$ cat src/rtl/instr_decode.sv
// Registered 6502 instruction decoder: maps an opcode byte to a mnemonic code,
// an addressing-mode code and an illegal flag, with one cycle of latency.
module instr_decode (
    input  logic       clk,
    input  logic       rst,
    input  logic       en,
    input  logic [7:0] instr,
    output logic [5:0] opcode,
    output logic [3:0] mode,
    output logic       illegal
);

    typedef enum logic [5:0] {
        OPC_U,
        OPC_ADC, OPC_AND, OPC_ASL, OPC_BCC, OPC_BCS, OPC_BEQ, OPC_BIT, OPC_BMI,
        OPC_BNE, OPC_BPL, OPC_BRK, OPC_BVC, OPC_BVS, OPC_CLC, OPC_CLD, OPC_CLI,
        OPC_CLV, OPC_CMP, OPC_CPX, OPC_CPY, OPC_DEC, OPC_DEX, OPC_DEY, OPC_EOR,
        OPC_INC, OPC_INX, OPC_INY, OPC_JMP, OPC_JSR, OPC_LDA, OPC_LDX, OPC_LDY,
        OPC_LSR, OPC_NOP, OPC_ORA, OPC_PHA, OPC_PHP, OPC_PLA, OPC_PLP, OPC_ROL,
        OPC_ROR, OPC_RTI, OPC_RTS, OPC_SBC, OPC_SEC, OPC_SED, OPC_SEI, OPC_STA,
        OPC_STX, OPC_STY, OPC_TAX, OPC_TAY, OPC_TSX, OPC_TXA, OPC_TXS, OPC_TYA
    } opc_t;

    typedef enum logic [3:0] {
        AM_U, AM_IMP, AM_ACC, AM_IMM, AM_ZP, AM_ZPX, AM_ZPY, AM_ABS,
        AM_ABSX, AM_ABSY, AM_IND, AM_INDX, AM_INDY, AM_REL
    } addmod_t;

    logic [2:0] aaa;
    logic [2:0] bbb;
    logic [1:0] cc;
    logic [5:0] dec_op;
    logic [3:0] dec_mode;
    logic [5:0] grp_op;

    logic [5:0] opcode_q, opcode_d;
    logic [3:0] mode_q, mode_d;
    logic       illegal_q, illegal_d;

    assign aaa = instr[7:5];
    assign bbb = instr[4:2];
    assign cc  = instr[1:0];

    // Mnemonic selected by aaa for the two regular groups.
    always_comb begin
        grp_op = OPC_U;
        if (cc == 2'b01) begin
            case (aaa)
                3'd0:    grp_op = OPC_ORA;
                3'd1:    grp_op = OPC_AND;
                3'd2:    grp_op = OPC_EOR;
                3'd3:    grp_op = OPC_ADC;
                3'd4:    grp_op = OPC_STA;
                3'd5:    grp_op = OPC_LDA;
                3'd6:    grp_op = OPC_CMP;
                default: grp_op = OPC_SBC;
            endcase
        end else begin
            case (aaa)
                3'd0:    grp_op = OPC_ASL;
                3'd1:    grp_op = OPC_ROL;
                3'd2:    grp_op = OPC_LSR;
                3'd3:    grp_op = OPC_ROR;
                3'd4:    grp_op = OPC_STX;
                3'd5:    grp_op = OPC_LDX;
                3'd6:    grp_op = OPC_DEC;
                default: grp_op = OPC_INC;
            endcase
        end
    end

    // Every documented opcode has a non-zero mode, so mode==0 alone marks illegal.
    always_comb begin
        dec_op   = OPC_U;
        dec_mode = AM_U;
        case (cc)
            2'b01: begin
                dec_op = grp_op;
                case (bbb)
                    3'd0:    dec_mode = AM_INDX;
                    3'd1:    dec_mode = AM_ZP;
                    3'd2:    dec_mode = AM_IMM;
                    3'd3:    dec_mode = AM_ABS;
                    3'd4:    dec_mode = AM_INDY;
                    3'd5:    dec_mode = AM_ZPX;
                    3'd6:    dec_mode = AM_ABSY;
                    default: dec_mode = AM_ABSX;
                endcase
                if (instr == 8'h89) begin
                    dec_op   = OPC_U;
                    dec_mode = AM_U;
                end
            end
            2'b10: begin
                case (bbb)
                    3'd0: if (aaa == 3'd5) {dec_op, dec_mode} = {OPC_LDX, AM_IMM};
                    3'd1: {dec_op, dec_mode} = {grp_op, AM_ZP};
                    3'd2: begin
                        if (!aaa[2]) begin
                            {dec_op, dec_mode} = {grp_op, AM_ACC};
                        end else begin
                            dec_mode = AM_IMP;
                            case (aaa)
                                3'd4:    dec_op = OPC_TXA;
                                3'd5:    dec_op = OPC_TAX;
                                3'd6:    dec_op = OPC_DEX;
                                default: dec_op = OPC_NOP;
                            endcase
                        end
                    end
                    3'd3: {dec_op, dec_mode} = {grp_op, AM_ABS};
                    3'd5: begin
                        dec_op   = grp_op;
                        dec_mode = (aaa == 3'd4 || aaa == 3'd5) ? AM_ZPY : AM_ZPX;
                    end
                    3'd6: begin
                        if (aaa == 3'd4) {dec_op, dec_mode} = {OPC_TXS, AM_IMP};
                        if (aaa == 3'd5) {dec_op, dec_mode} = {OPC_TSX, AM_IMP};
                    end
                    3'd7: begin
                        if (aaa != 3'd4) begin
                            dec_op   = grp_op;
                            dec_mode = (aaa == 3'd5) ? AM_ABSY : AM_ABSX;
                        end
                    end
                    default: ;
                endcase
            end
            2'b00: begin
                // This column is irregular enough that a direct byte table is clearest.
                case (instr)
                    8'h00: {dec_op, dec_mode} = {OPC_BRK, AM_IMP};
                    8'h08: {dec_op, dec_mode} = {OPC_PHP, AM_IMP};
                    8'h10: {dec_op, dec_mode} = {OPC_BPL, AM_REL};
                    8'h18: {dec_op, dec_mode} = {OPC_CLC, AM_IMP};
                    8'h20: {dec_op, dec_mode} = {OPC_JSR, AM_ABS};
                    8'h24: {dec_op, dec_mode} = {OPC_BIT, AM_ZP};
                    8'h28: {dec_op, dec_mode} = {OPC_PLP, AM_IMP};
                    8'h2C: {dec_op, dec_mode} = {OPC_BIT, AM_ABS};
                    8'h30: {dec_op, dec_mode} = {OPC_BMI, AM_REL};
                    8'h38: {dec_op, dec_mode} = {OPC_SEC, AM_IMP};
                    8'h40: {dec_op, dec_mode} = {OPC_RTI, AM_IMP};
                    8'h48: {dec_op, dec_mode} = {OPC_PHA, AM_IMP};
                    8'h4C: {dec_op, dec_mode} = {OPC_JMP, AM_ABS};
                    8'h50: {dec_op, dec_mode} = {OPC_BVC, AM_REL};
                    8'h58: {dec_op, dec_mode} = {OPC_CLI, AM_IMP};
                    8'h60: {dec_op, dec_mode} = {OPC_RTS, AM_IMP};
                    8'h68: {dec_op, dec_mode} = {OPC_PLA, AM_IMP};
                    8'h6C: {dec_op, dec_mode} = {OPC_JMP, AM_IND};
                    8'h70: {dec_op, dec_mode} = {OPC_BVS, AM_REL};
                    8'h78: {dec_op, dec_mode} = {OPC_SEI, AM_IMP};
                    8'h84: {dec_op, dec_mode} = {OPC_STY, AM_ZP};
                    8'h88: {dec_op, dec_mode} = {OPC_DEY, AM_IMP};
                    8'h8C: {dec_op, dec_mode} = {OPC_STY, AM_ABS};
                    8'h90: {dec_op, dec_mode} = {OPC_BCC, AM_REL};
                    8'h94: {dec_op, dec_mode} = {OPC_STY, AM_ZPX};
                    8'h98: {dec_op, dec_mode} = {OPC_TYA, AM_IMP};
                    8'hA0: {dec_op, dec_mode} = {OPC_LDY, AM_IMM};
                    8'hA4: {dec_op, dec_mode} = {OPC_LDY, AM_ZP};
                    8'hA8: {dec_op, dec_mode} = {OPC_TAY, AM_IMP};
                    8'hAC: {dec_op, dec_mode} = {OPC_LDY, AM_ABS};
                    8'hB0: {dec_op, dec_mode} = {OPC_BCS, AM_REL};
                    8'hB4: {dec_op, dec_mode} = {OPC_LDY, AM_ZPX};
                    8'hB8: {dec_op, dec_mode} = {OPC_CLV, AM_IMP};
                    8'hBC: {dec_op, dec_mode} = {OPC_LDY, AM_ABSX};
                    8'hC0: {dec_op, dec_mode} = {OPC_CPY, AM_IMM};
                    8'hC4: {dec_op, dec_mode} = {OPC_CPY, AM_ZP};
                    8'hC8: {dec_op, dec_mode} = {OPC_INY, AM_IMP};
                    8'hCC: {dec_op, dec_mode} = {OPC_CPY, AM_ABS};
                    8'hD0: {dec_op, dec_mode} = {OPC_BNE, AM_REL};
                    8'hD8: {dec_op, dec_mode} = {OPC_CLD, AM_IMP};
                    8'hE0: {dec_op, dec_mode} = {OPC_CPX, AM_IMM};
                    8'hE4: {dec_op, dec_mode} = {OPC_CPX, AM_ZP};
                    8'hE8: {dec_op, dec_mode} = {OPC_INX, AM_IMP};
                    8'hEC: {dec_op, dec_mode} = {OPC_CPX, AM_ABS};
                    8'hF0: {dec_op, dec_mode} = {OPC_BEQ, AM_REL};
                    8'hF8: {dec_op, dec_mode} = {OPC_SED, AM_IMP};
                    default: ;
                endcase
            end
            default: ;
        endcase
    end

    always_comb begin
        opcode_d  = opcode_q;
        mode_d    = mode_q;
        illegal_d = illegal_q;
        if (en) begin
            opcode_d  = dec_op;
            mode_d    = dec_mode;
            illegal_d = (dec_mode == AM_U);
        end
    end

    always_ff @(posedge clk) begin
        if (rst) begin
            opcode_q  <= OPC_U;
            mode_q    <= AM_U;
            illegal_q <= 1'b0;
        end else begin
            opcode_q  <= opcode_d;
            mode_q    <= mode_d;
            illegal_q <= illegal_d;
        end
    end

    assign opcode  = opcode_q;
    assign mode    = mode_q;
    assign illegal = illegal_q;

endmodule

$ cat config.mk
export PLATFORM = sky130hd
export DESIGN_NAME = instr_decode
export DESIGN_NICKNAME = d
export VERILOG_FILES = /design/src/rtl/instr_decode.sv
export SDC_FILE = /design/constraint.sdc
export NUM_CORES = 1
export LEC_CHECK = 0
export ABC_AREA = 0
export ABC_CLOCK_PERIOD_IN_PS = 2700
export CORE_MARGIN = 2
export CORE_UTILIZATION = 30
export CTS_BUF_LIST = sky130_fd_sc_hd__clkbuf_16
export DETAILED_ROUTE_END_ITERATION = 10
export GPL_TIMING_DRIVEN = 0
export HOLD_SLACK_MARGIN = 0.12
export PLACE_DENSITY = 0.52
export SYNTH_ARGS = -nofsm -noshare
export SYNTH_HDL_FRONTEND = slang
export SYNTH_SLANG_ARGS = --single-unit
$ cat constraint.sdc
create_clock -name clk -period 2.7 [get_ports clk]
set_clock_uncertainty 0.1 [all_clocks]
set_input_delay 0.675 -clock clk [delete_from_list [all_inputs] [get_ports clk]]
set_output_delay 0.675 -clock clk [all_outputs]
set_load 0.005 [all_outputs]
==> impl_metrics.py <==
metrics = {
    "finish": {
        "diodes": 0,
        "drive_gt1_share_pct": 15.1,
        "synthToLayoutAreaGrowth_pct": 18.2,
        "fillers": 675,
        "layout.nets": 317,
        "fin_cells": 382,
        "final_cell_mix": "nand2_1, o21ai_0, a21oi_1",
    },
    "die": {
        "start_util_pct": 30.9,
        "core-area_mm2": 0.00631,
        "die_w_um": 84.7,
        "rows": 29,
        "die_h_um": 84.7,
        "die-area_mm2": 0.00717,
        "io_pins": 22,
    },
    "synthesis": {
        "syn_nets": 294,
        "synth_top_area_share_pct": 11.3,
        "synthArstFlopShare_pct": 0,
        "yosys.area.top_type": "dfxtp_1",
        "yosys-top-cells-area": "dfxtp_1, o21ai_0, a21oi_1",
        "ys_ff_latch": 11,
        "yosysWarnings": 0,
        "syn_area_mm2": 0.00195,
        "syn_inst": 283,
        "seq_area_frac_synth_pct": 11.3,
        "ys.flop_type": "dfxtp_1",
        "synth-edff-count": 0,
        "yosysUniqueCellTypes": 65,
        "syn_area_per_cell_um2": 6.90,
    },
    "timing": {
        "setup_violations": 0,
        "timing.fmax_ghz": 0.382,
        "tns_ns": 0,
        "rsz0062_at_grt": "no",
        "worstMarginPinSlew_ns": 0.794,
        "slew_viol_final": 0,
        "fin_crit_sh_pct": 96.9,
        "hold_viol_final": 0,
        "setup_ws_ns": 0.0831,
        "maxSlewHeadroom_pct": 46.9,
        "fin_crit_ns": 2.62,
    },
    "power": {
        "p_comb_share_pct": 41.4,
        "cell_internal_pwr_w": 0.000494,
        "ir_drop_mv": 0.206,
        "power.density_mw_per_mm2": 342,
        "power_w": 0.000789,
        "p_leak_nw": 0.785,
        "swShare_pct": 37.4,
        "power.switching_w": 0.000295,
        "pwr-share-seq_pct": 22.6,
        "p_clk_share_pct": 36.0,
    },
    "drt": {
        "dr_total_vias": 2511,
        "dr.pass1.iters": 5,
        "routedWlPerCell_um": 22.4,
        "wirelength_um": 8580,
        "ant_nets": 0,
        "dr.first_iter.drc_count": 420,
        "vias_per_cell": 6.57,
        "drc": 0,
    },
    "setup_path": {
        "cp.arrival_ns": 2.65,
        "cp_data_required_time_ns": 2.73,
        "critPathKind": "primary input to flip-flop",
        "crit_path_end_kind": "flip-flop",
        "worstSetupStartpointType": "primary input",
        "cp_max_fo": 10,
    },
    "clocking": {
        "cts-buffers-inserted": 3,
        "cts_resized": 0,
        "path_clk_slew_ns": 0.04,
        "clock_sinks": 11,
        "post_cts_buffers": 0,
        "clk_path_buf_depth": 2,
        "clockRootBuffer": "clkbuf_16",
        "insertion_delay_ns": 0.24,
        "postCtsHoldBufs": 0,
        "cts_tree": "done",
        "htreeDepth": 1,
    },
    "placed_design": {
        "io_buffers": 18,
        "dp_slack_ns": -0.0600,
        "place_congestion": 0.974,
        "place_inst": 378,
        "place_hpwl_um": 6110,
    },
    "global_routing": {
        "grt_pass1_wl_um": 13200,
        "antenna_found_initial": 0,
        "grt_pass1_vias": 2382,
        "grt_usage_pct": 23.4,
        "grt_max_degree": 11,
        "overflow": 0,
    },
    "min_path": {
        "hold_path_class": "flip-flop to flip-flop",
    },
    "flow_run": {
        "cap_viol_max_count": 0,
    },
    "outcome": {
        "status": "completed",
    },
}
[worst paths after layout]
path	startpoint	end	slack (ns)	cells after the start
setup reg to reg	opcode[5]	opcode[5]	1.58	4
hold reg to reg	illegal	illegal	0.37	2
setup / recovery	instr[7]	illegal	0.08	7
hold / removal	illegal	illegal	0.37	2
[kinds of logic after synthesis]
family	Yosys count	share of synthesized area, %
muxes	2	1.09
DFF	11	11.3
xor gates and xnor gates	3	1.35
AOI/OAI and AO/OA	111	40.6
buffers and inverters	42	13.7
and+or+nand+nor	114	32.0
[area by class of cell]
class                      instances  area, µm²  share of cell area (%)
multi-input combinational        230       1470                    63.5
clock buffer                       3       75.1                    3.25
timing repair buffer              18        180                    7.80
buffer                            32        230                    9.97
clock inverter                     1       3.75                   0.163
tap                               77       96.3                    4.17
sequential                        11        220                    9.54
inverter                          10       37.5                    1.63
[cell usage after synthesis (all sizes together) (2+ instances only)]
cell,count
buf,31
nand2,23
o21ai,23
a21oi,20
nor2,18
nand2b,12
nor3,12
dfxtp,11
inv,10
nand3,10
nor2b,10
o22ai,9
a2111oi,7
a31oi,5
a32oi,5
a21boi,4
and3,4
o211ai,4
a311oi,3
nand3b,3
nand4b,3
nor3b,3
o221ai,3
o31ai,3
or2,3
a211oi,2
a22oi,2
a32o,2
a41oi,2
and2b,2
nand4,2
nor4,2
o2111ai,2
o21a,2
o221a,2
o31a,2
o32ai,2
or3,2
xor2,2
[registers in the layout (all words and copies together) (netlist names)]
register and cells:
illegal 1, mode 4, opcode 6
[per-layer routing]
layer  GRT usage (%)  vias to the layer above  wire [µm]
met3            5.41                       62       1050
li1                -                     1124          -
met1            30.4                     1128       3290
met5               0                        -          0
met4            10.7                        0        535
met2            36.9                      197       3710
[critical path: stages]
cell,delay (ns)
clkdlybuf4s50_1,0.47
buf_2,0.22
nor3_1,0.54
nand2_1,0.11
o311a_1,0.41
nand4b_1,0.16
o31ai_2,0.07
[power by group through the flow]
stage | clock network [W] | registers, W | logic, W
after detailed placement | 0 | 0.000181 | 0.000313
after global routing | 0.000294 | 0.000180 | 0.000345
after CTS | 0.000288 | 0.000178 | 0.000314
after floorplan | 0 | 0.000182 | 0.000206
final | 0.000284 | 0.000178 | 0.000327
after global placement | 0 | 0.000181 | 0.000320
[through the flow]
step           cell area, µm²  hold WS [ns]  util [%]
2_1_floorplan            1950         0.361         -
3_3_place_gp             2230         0.366      35.3
6_report                 2310         0.369      36.6
5_1_grt                  2310         0.407      36.6
4_1_cts                  2310         0.367      36.6
3_5_place_dp             2230         0.356      35.3
(Power assumes the default switching activity.)
